`config.mk`:
```
export PLATFORM = sky130hd
export DESIGN_NAME = fetch_unit
export DESIGN_NICKNAME = d
export VERILOG_FILES = /design/src/rtl/fetch_pkg.sv /design/src/rtl/fetch_fifo.sv /design/src/rtl/fetch_unit.sv
export SDC_FILE = /design/constraint.sdc
export NUM_CORES = 1
export LEC_CHECK = 0
export ABC_AREA = 1
export ABC_CLOCK_PERIOD_IN_PS = 2760
export CORE_MARGIN = 3
export CORE_UTILIZATION = 35
export CTS_BUF_LIST = sky130_fd_sc_hd__clkbuf_8
export CTS_CLUSTER_SIZE = 20
export DETAILED_ROUTE_END_ITERATION = 8
export GPL_ROUTABILITY_DRIVEN = 0
export PLACE_DENSITY = 0.6
export SKIP_CTS_REPAIR_TIMING = 1
export SYNTH_ARGS = -nofsm -noshare
export SYNTH_HDL_FRONTEND = slang
export SYNTH_SLANG_ARGS = --single-unit
```
`constraint.sdc`:
```
create_clock -name clk -period 2.76 [get_ports clk]
set_clock_uncertainty 0.05 [all_clocks]
set_input_delay 0.828 -clock clk [delete_from_list [all_inputs] [get_ports clk]]
set_output_delay 0.828 -clock clk [all_outputs]
set_load 0.05 [all_outputs]
```
`src/rtl/fetch_pkg.sv`:
```
// Shared sizing constants, halt opcode and state type for the instruction fetch unit.
package fetch_pkg;

    localparam int unsigned AW    = 8;
    localparam int unsigned IW    = 9;
    localparam int unsigned DEPTH = 2;

    localparam logic [IW-1:0] HALT_OP = 9'h1FF;

    typedef enum logic [1:0] {
        StIdle,
        StRun,
        StHalted
    } state_e;

endpackage

```
`src/rtl/fetch_fifo.sv`:
```
// Small circular fetch buffer holding {instr, pc} entries; flush empties it in one cycle.
module fetch_fifo #(
    parameter int unsigned W     = 17,
    parameter int unsigned DEPTH = 2
) (
    input  logic         clk,
    input  logic         rst_n,
    input  logic         i_push,
    input  logic         i_pop,
    input  logic         i_flush,
    input  logic [W-1:0] i_data,
    output logic [W-1:0] o_data,
    output logic         o_full,
    output logic         o_empty
);

    localparam int unsigned PW = (DEPTH > 1) ? $clog2(DEPTH) : 1;
    localparam int unsigned CW = $clog2(DEPTH + 1);

    logic [W-1:0]  r_mem [DEPTH];
    logic [PW-1:0] r_rd_ptr;
    logic [PW-1:0] r_wr_ptr;
    logic [CW-1:0] r_count;
    logic          w_do_push;
    logic          w_do_pop;

    function automatic logic [PW-1:0] f_inc(input logic [PW-1:0] p);
        return (p == PW'(DEPTH - 1)) ? '0 : p + PW'(1);
    endfunction

    assign o_empty   = (r_count == '0);
    assign o_full    = (r_count == CW'(DEPTH));
    assign w_do_pop  = i_pop && !o_empty;
    // A full buffer may still take a push when the head leaves in the same cycle.
    assign w_do_push = i_push && (!o_full || w_do_pop);
    assign o_data    = r_mem[r_rd_ptr];

    always_ff @(posedge clk or negedge rst_n) begin
        if (!rst_n) begin
            r_rd_ptr <= '0;
            r_wr_ptr <= '0;
            r_count  <= '0;
        end else if (i_flush) begin
            r_rd_ptr <= '0;
            r_wr_ptr <= '0;
            r_count  <= '0;
        end else begin
            if (w_do_push) r_wr_ptr <= f_inc(r_wr_ptr);
            if (w_do_pop)  r_rd_ptr <= f_inc(r_rd_ptr);
            unique case ({w_do_push, w_do_pop})
                2'b10:   r_count <= r_count + CW'(1);
                2'b01:   r_count <= r_count - CW'(1);
                default: r_count <= r_count;
            endcase
        end
    end

    always_ff @(posedge clk) begin
        if (w_do_push && !i_flush) r_mem[r_wr_ptr] <= i_data;
    end

endmodule

```
`src/rtl/fetch_unit.sv`:
```
// Instruction fetch front end: walks a combinational ROM into a small buffer, handles
// taken-branch redirects and a halt opcode.
module fetch_unit #(
    parameter int unsigned AW    = fetch_pkg::AW,
    parameter int unsigned IW    = fetch_pkg::IW,
    parameter int unsigned DEPTH = fetch_pkg::DEPTH
) (
    input  logic          clk,
    input  logic          rst_n,
    input  logic          i_start,
    output logic [AW-1:0] o_rom_addr,
    input  logic [IW-1:0] i_rom_data,
    output logic [IW-1:0] o_instr_out,
    output logic [AW-1:0] o_pc_out,
    output logic          o_instr_valid,
    input  logic          i_instr_ready,
    input  logic          i_branch_en,
    input  logic          i_taken,
    input  logic [AW-1:0] i_rel_jump,
    output logic          o_halt
);

    import fetch_pkg::*;

    state_e           r_state;
    state_e           w_state_d;
    logic [AW-1:0]    r_fetch_pc;
    logic [AW-1:0]    w_fetch_pc_d;
    logic             r_halt;
    logic             w_full;
    logic             w_empty;
    logic             w_accept;
    logic             w_is_halt;
    logic             w_redirect;
    logic             w_push;
    logic             w_flush;
    logic [IW+AW-1:0] w_head;

    fetch_fifo #(
        .W     (IW + AW),
        .DEPTH (DEPTH)
    ) u_fifo (
        .clk     (clk),
        .rst_n   (rst_n),
        .i_push  (w_push),
        .i_pop   (w_accept),
        .i_flush (w_flush),
        .i_data  ({i_rom_data, r_fetch_pc}),
        .o_data  (w_head),
        .o_full  (w_full),
        .o_empty (w_empty)
    );

    // Head is masked while empty so stale storage never shows on the outputs.
    assign o_instr_valid = !w_empty;
    assign o_instr_out   = w_empty ? '0 : w_head[IW+AW-1:AW];
    assign o_pc_out      = w_empty ? '0 : w_head[AW-1:0];
    assign o_rom_addr    = r_fetch_pc;
    assign o_halt        = r_halt;

    assign w_accept   = o_instr_valid && i_instr_ready;
    assign w_is_halt  = w_accept && (o_instr_out == HALT_OP);
    assign w_redirect = w_accept && i_branch_en && i_taken && !w_is_halt;

    always_comb begin
        w_state_d    = r_state;
        w_fetch_pc_d = r_fetch_pc;
        w_push       = 1'b0;
        w_flush      = 1'b0;
        case (r_state)
            StIdle: begin
                w_fetch_pc_d = '0;
                if (i_start) w_state_d = StRun;
            end
            StRun: begin
                if (w_is_halt) begin
                    w_state_d    = StHalted;
                    w_flush      = 1'b1;
                    w_fetch_pc_d = '0;
                end else if (w_redirect) begin
                    w_flush      = 1'b1;
                    w_fetch_pc_d = o_pc_out + i_rel_jump;
                end else if (!w_full || w_accept) begin
                    w_push       = 1'b1;
                    w_fetch_pc_d = r_fetch_pc + AW'(1);
                end
            end
            StHalted: begin
                if (!i_start) w_state_d = StIdle;
            end
            default: w_state_d = StIdle;
        endcase
    end

    always_ff @(posedge clk or negedge rst_n) begin
        if (!rst_n) begin
            r_state    <= StIdle;
            r_fetch_pc <= '0;
            r_halt     <= 1'b0;
        end else begin
            r_state    <= w_state_d;
            r_fetch_pc <= w_fetch_pc_d;
            r_halt     <= (w_state_d == StHalted);
        end
    end

endmodule

```
==> reports/qor_table.md <==
| Quantity | Value |
|:---|:---|
| Run status | complete, no violations |
| Residual DRC | 0 |
| Total congestion overflow after global routing | 0 |
| Worst Path Max Fanout | 9 |
| Area enclosed by the die boundary | 8472 um2 |
| Clock tree buffer depth | 2 |
| Average via count per standard cell | 4.653 |
| Cells after synthesis | 287 |
| Type of the worst setup path | register to primary output |
| Half-perimeter wire length after placement | 4675 um |
| Type of the tightest min-delay check | register to register |
| Number of detailed-route iterations in the first pass | 5 |
| Antenna fix cells | 0 |
| Startpoint types | register |
| # Max-Cap Violations | 0 |
| Hold wc startpoint | r_state[1] |
| Area growth syn-to-layout | 37.23% |
| Antenna violations before repair | 0 |
| Count of input and output buffers | 49 |
| Yosys warning count | 0 |
| Unrepaired setup endpoints after global routing | false |
| Final setup margin | 0.1276 ns |
| Final Hold Vio Count | 0 |
| Placement row count | 30 |
| CTS buffer count | 5 |
| Ys async rst share | 30.61% |
| GRT Overall Usage | 15.23% |
| Area used by sequential logic in the layout | 1396 um2 |
| Synthesized Nets | 320 |
| CP arrival | 1.75 ns |
| Post-synth EDFFs | 34 |
| R2R Path Start | u_fifo.r_count[0] |
| Placeable core region | 6982 um2 |
| Final-layout fill cell count | 671 |
| Die Y-Extent | 92.05 um |
| Global-route wire length before repair | 10,110 um |
| Antenna Nets Post-Route | 0 |
| Crit path from | u_fifo.r_count[0] |
| Via count | 2,080 |
| Critical path data required time | 1.88 ns |
| Vias in the first global route | 2,100 |
| Synthesized area divided by synthesized cell count | 9.029 um2 |
| Top-Level Pins | 50 |
| Number of H-tree levels | 2 |
| Clock latency of the later-clocked register in the worst-skew pair | 0.30 ns |
| Die width | 92.05 um |
| Clk slew on worst S/H paths | 0.09 ns |
| Count of routing violations after the opening detailed-route iteration | 87 |
| Number of failing setup endpoints in the final timing report | 0 |
| Max Freq | 379.9 MHz |
| Clk Tree Root Cell | clkbuf_8 |
| Library cells used by synthesis | 27 |
| Number of max-slew violations in the final report | 0 |
| Netlist area before placement | 2591 um2 |
| Area occupied by multi-input gates | 1070 um2 |
| Most frequent standard cell in the layout excluding fill and tap cells | nand2_1 |
| Type of destination of the critical path | primary output |
| Shortest clock period the worst path allows after layout | 2.632 ns |
| Slew HR | 54.32% |
| Period utilization | 95.38% |
| Most used DFF post-synth | edfxtp_1 |
| Proportion of synthesized chip area in sequential cells | 53.89% |
| Setup TNS | 0 ns |
| Starting density of the core | 37.11% |
| Smallest hold slack | 0.4574 ns |
| CTS sink cnt | 49 |
| Non-filler cells, final | 447 |
| Placed instance count | 439 |
| Maximum number of pins on one net before global-route repair | 18 |
| Drt wl/cell | 13.54 um |
| Commonest cells after routing, fill and taps aside | 98 x nand2_1, 34 x edfxtp_1, 32 x clkdlybuf4s50_1, 23 x inv_1, 21 x nand3_1 |
| Share of post-route cells with drive strength above 1 | 17.09% |
| Transition at the pin with the smallest max-transition slack | 0.6830 ns |
| FF+latch count, synth | 49 |
| Detailed-route wire length | 6052 um |
| TritonCTS clock tree | yes |
| Setup slack at placement | 0.02656 ns |
| Nets | 383 |
## layer usage
metal | routed length (um) | track usage [%]
met5 | 0 | 0
met4 | 85 | 4.208
met3 | 204 | 3.445
met2 | 2850 | 25.43
met1 | 2912 | 19.85
## state kept, by name, summed over array words and instances (netlist names)
register         count
o_halt               1
o_rom_addr           8
r_state              2
u_fifo.r_count       2
u_fifo.r_mem        34
u_fifo.r_rd_ptr      1
u_fifo.r_wr_ptr      1
## kinds of logic (layout without fill, tap and decap cells)
group / after synthesis / count (layout) / share of synthesized area, %
flops: 49 / 49 / 53.89
xor+xnor: 12 / 12 / 4.056
buf+inv: 37 / 101 / 5.842
compound gates: 28 / 28 / 5.504
simple gates: 151 / 151 / 25.59
fa+ha+maj: 10 / 10 / 5.118
## stage by stage
| stage | utilization, % | instance area [um2] |
|---|---|---|
| floorplan | - | 2619 |
| global placement | 49.28 | 3441 |
| detailed placement | 49.28 | 3441 |
| CTS | 50.93 | 3556 |
| global route | 50.93 | 3556 |
| finish | 50.93 | 3556 |
## layout make-up
| type | count | share of cell area (%) |
|---|---|---|
| clock buffers | 5 | 1.935 |
| clock inverters | 3 | 1.302 |
| inverters | 33 | 3.483 |
| multi-input cells | 201 | 30.08 |
| flip-flops and latches | 49 | 39.27 |
| well taps | 96 | 3.378 |
| repair buffers | 60 | 20.55 |
## worst max-delay path, cell delays in order, from the launching register on
cell and delay (ns):
dfrtp_1 0.45, inv_2 0.07, nand2_4 0.12, clkdlybuf4s50_1 0.82
## synthesized netlist by cell type (4+ instances only)
library cell,n,area [um2]
nand3_1,21,105.1
nand4_1,7,43.79
xor2_1,8,70.07
inv_1,23,86.33
dfrtp_1,15,375.4
edfxtp_1,34,1021
o21ai_1,5,25.02
xnor2_1,4,35.03
nor2_1,12,45.04
a21oi_1,21,105.1
nor2_2,5,31.28
ha_1,9,112.6
inv_2,9,33.78
nand2_1,98,367.9
## final timing paths
path | slack (ns) | to | depth (start not counted)
min | 0.46 | r_state[0] | 1
max in group asynchronous | 1.34 | o_rom_addr[0] | 1
max reg2reg | 0.39 | o_rom_addr[4] | 11
min in group asynchronous | 0.88 | r_state[1] | 1
min reg2reg | 0.46 | r_state[0] | 1
max | 0.13 | o_instr_valid | 3
Power is not shown: default switching activity piles up to over one toggle a cycle in this logic, so the estimate is an artifact.
